## src/rtl/reg_scoreboard.sv

```systemverilog
// reg_scoreboard
//   Write-side tracker for the general register file, placed in the decode
//   stage. For every GPR it keeps a Tnew countdown (cycles until the pending
//   result can be forwarded) and a count of outstanding writes. It stalls
//   decode while a source operand is needed before its producer can forward
//   it. It also tells the forwarding muxes when a register has a pending
//   write that is newer than the register file contents.
//
// Ports
//   clk, reset          clock; synchronous active-high reset
//   flush               drop all tracking state (sb_err is kept)
//   issue_valid/_rd/_tnew  D-stage instruction and its destination/Tnew
//   srcN_addr/_tuse     D-stage source operands and their Tuse (N = 1, 2)
//   wb_we, wb_addr      register-file write from the W stage
//   stall               combinational hazard stall
//   issue_acc           issue_valid & ~stall
//   srcN_busy           source has at least one outstanding write
//   sb_err              sticky in-flight counter overflow/underflow
module reg_scoreboard #(
  parameter int NREG  = 32,
  parameter int CNT_W = 3,
  parameter int INF_W = 2
) (
  input  logic             clk,
  input  logic             reset,
  input  logic             flush,
  input  logic             issue_valid,
  input  logic [4:0]       issue_rd,
  input  logic [CNT_W-1:0] issue_tnew,
  input  logic [4:0]       src1_addr,
  input  logic [1:0]       src1_tuse,
  input  logic [4:0]       src2_addr,
  input  logic [1:0]       src2_tuse,
  input  logic             wb_we,
  input  logic [4:0]       wb_addr,
  output logic             stall,
  output logic             issue_acc,
  output logic             src1_busy,
  output logic             src2_busy,
  output logic             sb_err
);

  localparam logic [INF_W-1:0] INF_MAX = '1;

  logic [CNT_W-1:0] cnt_q [NREG];
  logic [CNT_W-1:0] cnt_d [NREG];
  logic [INF_W-1:0] inf_q [NREG];
  logic [INF_W-1:0] inf_d [NREG];
  logic             sb_err_q;
  logic             sb_err_d;

  logic [CNT_W-1:0] src1_cnt;
  logic [CNT_W-1:0] src2_cnt;
  logic [INF_W-1:0] src1_inf;
  logic [INF_W-1:0] src2_inf;

  // r0 is never tracked, so a zero address reads as idle.
  always_comb begin
    src1_cnt = '0;
    src2_cnt = '0;
    src1_inf = '0;
    src2_inf = '0;
    if (src1_addr != 5'd0) begin
      src1_cnt = cnt_q[src1_addr];
      src1_inf = inf_q[src1_addr];
    end
    if (src2_addr != 5'd0) begin
      src2_cnt = cnt_q[src2_addr];
      src2_inf = inf_q[src2_addr];
    end
  end

  // Stall does not look at issue_valid; issue_acc is the gated version.
  assign stall     = (src1_cnt > CNT_W'(src1_tuse)) || (src2_cnt > CNT_W'(src2_tuse));
  assign issue_acc = issue_valid && !stall;
  assign src1_busy = (src1_inf != '0);
  assign src2_busy = (src2_inf != '0);
  assign sb_err    = sb_err_q;

  always_comb begin
    sb_err_d = sb_err_q;
    for (int r = 0; r < NREG; r++) begin
      cnt_d[r] = '0;
      inf_d[r] = '0;
      // Flush leaves every entry cleared and ignores same-cycle issue/wb.
      if (r != 0 && !flush) begin
        // A freshly accepted issue reloads the countdown instead of decrementing.
        if (issue_acc && issue_rd == 5'(r))
          cnt_d[r] = issue_tnew;
        else if (cnt_q[r] != '0)
          cnt_d[r] = cnt_q[r] - CNT_W'(1);

        inf_d[r] = inf_q[r];
        // Issue and write-back to the same register cancel out.
        case ({issue_acc && issue_rd == 5'(r), wb_we && wb_addr == 5'(r)})
          2'b10: begin
            if (inf_q[r] == INF_MAX) sb_err_d = 1'b1;
            else                     inf_d[r] = inf_q[r] + INF_W'(1);
          end
          2'b01: begin
            if (inf_q[r] == '0) sb_err_d = 1'b1;
            else                inf_d[r] = inf_q[r] - INF_W'(1);
          end
          default: ;
        endcase
      end
    end
  end

  always_ff @(posedge clk) begin
    if (reset) begin
      for (int r = 0; r < NREG; r++) begin
        cnt_q[r] <= '0;
        inf_q[r] <= '0;
      end
      sb_err_q <= 1'b0;
    end else begin
      cnt_q    <= cnt_d;
      inf_q    <= inf_d;
      sb_err_q <= sb_err_d;
    end
  end

endmodule

```

## config.mk

```make
export PLATFORM = sky130hd
export DESIGN_NAME = reg_scoreboard
export DESIGN_NICKNAME = d
export VERILOG_FILES = /design/src/rtl/reg_scoreboard.sv
export SDC_FILE = /design/constraint.sdc
export NUM_CORES = 1
export LEC_CHECK = 0
export ABC_CLOCK_PERIOD_IN_PS = 9100
export BUFFER_PORTS_ARGS = -buffer_cell sky130_fd_sc_hd__buf_2
export CAP_MARGIN = 25
export CORE_UTILIZATION = 46
export DETAILED_ROUTE_END_ITERATION = 12
export PLACE_DENSITY = 0.6
export SLEW_MARGIN = 20
export SYNTH_ARGS = -nofsm -noshare
export SYNTH_HDL_FRONTEND = slang
export SYNTH_SLANG_ARGS = --single-unit
```

## constraint.sdc

```tcl
create_clock -name clk -period 9.1 [get_ports clk]
set_clock_uncertainty 0.15 [all_clocks]
set_input_delay 0.455 -clock clk [delete_from_list [all_inputs] [get_ports clk]]
set_output_delay 0.455 -clock clk [all_outputs]
set_load 0.03 [all_outputs]
```

==> flow_metrics.py <==
metrics = {
    "sta": {
        "slew_viol_final": 0,
        "rsz0062_at_grt": "false",
        "final.period_utilization": 0.723,
        "setup_tns_ps": 0,
        "min_period_ps": 6580,
        "slew_headroom": 0.487,
        "worstMarginPinSlew_ps": 770,
        "fmax_mhz": 152,
        "whs_ps": 118,
        "setup_viol": 0,
        "hold_viol_final": 0,
    },
    "setup_path": {
        "cp-startpoint": "src2_addr[0]",
        "crit_path_cell_trace": "buf_2 > buf_4 > mux4_2 > mux4_2 > mux2_2 > ha_1 > nor2b_1 > a2bb2oi_1 > nor2_1 > and4_1 > nand2_2 > or4_1 > ha_1 > nor2b_1 > mux2i_1 > o22ai_1 > nor4_1 > nand4_1 > a21oi_1 > nor2_1",
        "cpMaxStageDelayCell": "or4_1",
        "reg2reg_slack_ps": 3190,
        "reg2reg_depth": 18,
        "crit_type": "primary input to flip-flop",
        "cp_slowest_stage_delay_ps": 790,
        "critPathMaxFanout": 32,
        "r2r-end": "sb_err",
        "r2r-start": "cnt_q[34]",
        "endpoint_kind": "flip-flop",
        "arrival_ps": 6770,
        "endpoint": "sb_err",
        "cp_data_required_time_ps": 9300,
        "worst_setup_path_start_kind": "primary input",
    },
    "cells_and_area": {
        "multiInputGateArea_um2": 8640,
        "nNetsFinal": 1668,
        "fill_cells": 2561,
        "regArea_um2": 3120,
        "areaGrowthSynthToFinish_pct": 7.64,
        "design_area_um2": 13600,
        "layout-drive-gt1-share": 0.125,
    },
    "pwr": {
        "p_leak_nw": 5.96,
        "vdd_ir_drop_max_mv": 0.118,
        "p_seq_frac": 0.418,
        "intPower_mw": 1.20,
        "clockPowerShare": 0.485,
        "fin_total_pwr_mw": 1.64,
        "powerDensity_nw_per_um2": 121,
        "p_sw_frac": 0.267,
        "p_switching_uw": 438,
        "power_frac_comb": 0.097,
    },
    "clock_tree": {
        "cts_hold_buf": 0,
        "root_buffer": "clkbuf_16",
        "clk_path_buf_depth": 2,
        "cts.sinks": 156,
        "cts_buffers": 17,
        "cts_tree": "yes",
        "cts_setup_buffers": 0,
        "cts-resized-gates": 0,
        "h-tree-depth": 4,
        "clock_latency_ps": 460,
        "clkTransAtPathRegs_ps": 70,
    },
    "detailed_routing": {
        "drt_wl_total_um": 37600,
        "drt_iter0_markers": 959,
        "ant_nets": 0,
        "wl_per_cell_um": 20.2,
        "drt-pass1-iter-count": 5,
        "vias": 10900,
        "drc_errors": 0,
        "vias_per_cell": 5.84,
    },
    "placed_design": {
        "dpl.hpwl_um": 27900,
        "place_area_um2": 12900,
        "finalWeightedCongestion": 0.921,
        "port-buffer-count": 36,
    },
    "global_routing": {
        "overflow": 0,
        "grt_max_degree": 75,
        "first_global_vias": 10200,
        "grt_first_pass_wirelength_um": 58400,
        "antenna_found_initial": 1,
        "grt.total_usage": 0.274,
    },
    "yosys": {
        "dominantRegCellSynth": "dfxtp_1",
        "synthesis.area_um2": 12600,
        "synth-seq-cells": 156,
        "syn-num-nets": 1690,
        "yosysMostFrequentCell": "dfxtp_1",
        "ys_top_cells_by_count": "156 x dfxtp_1, 139 x nand2_1, 135 x inv_1, 135 x nor2_1, 128 x ha_1",
        "ys_seq_area_frac": 0.247,
        "async_flop_share": 0,
        "synth_edf_count": 0,
        "synth.avg_cell_area_um2": 8.25,
        "synthCells": 1530,
        "synth.largest_area_cell": "dfxtp_1",
        "synth_top_area_share": 0.247,
        "ys_types": 47,
        "yosys-top-cells-area": "dfxtp_1 25%, ha_1 13%, mux4_2 9.8%",
        "yosysWarningCount": 0,
    },
    "worst_hold_path": {
        "min_path_cells": 2,
        "hold_path.class": "primary input to flip-flop",
    },
    "floorplanning": {
        "fp.coreArea_um2": 27000,
        "fp.dieH_um": 168,
        "start_util": 0.468,
        "die_area_um2": 28100,
        "rows": 60,
        "dieWidth_um": 168,
        "io_pins": 37,
    },
    "run": {
        "maxCapViolCount": 0,
    },
    "run_status": {
        "run_status": "finished clean",
    },
}
==> worst max-delay path, delay by kind of cell <==
| family | cells | cell delay, ps |
|---|---|---|
| fa+ha+maj | 2 | 540 |
| buf+inv | 2 | 1030 |
| simple gates | 9 | 2880 |
| compound gates | 3 | 400 |
| mux | 4 | 1440 |
==> power by group through the flow <==
| stage | Clock (mW) | Sequential (mW) | Combinational [mW] |
|---|---|---|---|
| 2_1_floorplan | 0 | 0.700 | 0.107 |
| 3_3_place_gp | 0 | 0.701 | 0.155 |
| 3_5_place_dp | 0 | 0.701 | 0.156 |
| 4_1_cts | 0.803 | 0.685 | 0.156 |
| 5_1_grt | 0.833 | 0.685 | 0.168 |
| 6_report | 0.795 | 0.685 | 0.158 |
==> metal layers <==
| metal | wire length, µm | track usage |
|---|---|---|
| met5 | 0 | 0 |
| met1 | 16500 | 0.350 |
| met4 | 1500 | 0.128 |
| met2 | 17000 | 0.440 |
| met3 | 2700 | 0.0596 |
==> registers in the layout (all words and copies together) (netlist names) <==
signal,flops
cnt_q,93
inf_q,62
sb_err,1
==> through the flow <==
stage          instances  worst slack (ps)  utilization
2_1_floorplan       1530              3490            -
3_3_place_gp        1830              2190        0.480
3_5_place_dp        1830              2120        0.480
4_1_cts             1861              2590        0.504
5_1_grt             1862              2150        0.504
6_report            1863              2520        0.504
==> worst min-delay path by stage <==
stage / startpoint / endpoint / slack (ps)
floorplan: inf_q[1] / inf_q[0] / 340
global placement: inf_q[53] / inf_q[52] / 360
detailed placement: sb_err / sb_err / 350
CTS: reset / sb_err / 100
global route: reset / sb_err / 110
finish: reset / sb_err / 120
==> placed cells by master (no fill, tap or decap), types with 6 or more instances in the layout <==
| cell type | netlist | final |
|---|---|---|
| a211oi_1 | 10 | 10 |
| or2_2 | 25 | 24 |
| mux4_2 | 55 | 55 |
| dfxtp_1 | 156 | 156 |
| clkbuf_16 | 0 | 17 |
| nand3_1 | 21 | 21 |
| inv_1 | 135 | 135 |
| nand2_1 | 139 | 139 |
| nor2b_1 | 95 | 95 |
| or4_4 | 15 | 15 |
| buf_4 | 0 | 10 |
| o21ai_0 | 89 | 89 |
| or3_1 | 10 | 10 |
| buf_2 | 19 | 35 |
| mux2_4 | 7 | 7 |
| nor3_1 | 46 | 46 |
| mux2_2 | 11 | 11 |
| ha_1 | 128 | 128 |
| o22ai_1 | 16 | 16 |
| mux2_1 | 20 | 20 |
| nand4_1 | 17 | 17 |
| nand2b_1 | 40 | 40 |
| o2111ai_1 | 6 | 6 |
| a21oi_1 | 115 | 115 |
| or4_1 | 16 | 16 |
| xor2_1 | 26 | 26 |
| mux2i_1 | 73 | 73 |
| nor2_1 | 135 | 134 |
==> cell families (layout without fill, tap and decap cells) <==
| logic type | after synthesis | in the layout | share of synthesized area |
|---|---|---|---|
| muxes | 166 | 166 | 0.192 |
| DFF | 156 | 156 | 0.247 |
| xor gates and xnor gates | 26 | 26 | 0.0180 |
| and+or+nand+nor | 578 | 578 | 0.234 |
| buffers and inverters | 221 | 211 | 0.0696 |
| AOI/OAI and AO/OA | 255 | 255 | 0.112 |
| adders and majority gates | 128 | 128 | 0.127 |
| other | 0 | 2 | 0 |
==> area by class of cell <==
cell class	count	share of cell area
Multi-Input combinational cell	1153	0.636
Timing Repair Buffer	45	0.0184
Sequential cell	156	0.230
Tap cell	341	0.0314
Inverter	135	0.0373
Clock buffer	21	0.0339
Antenna cell	2	0.000368
Clock inverter	10	0.0122
(Power assumes the default switching activity.)
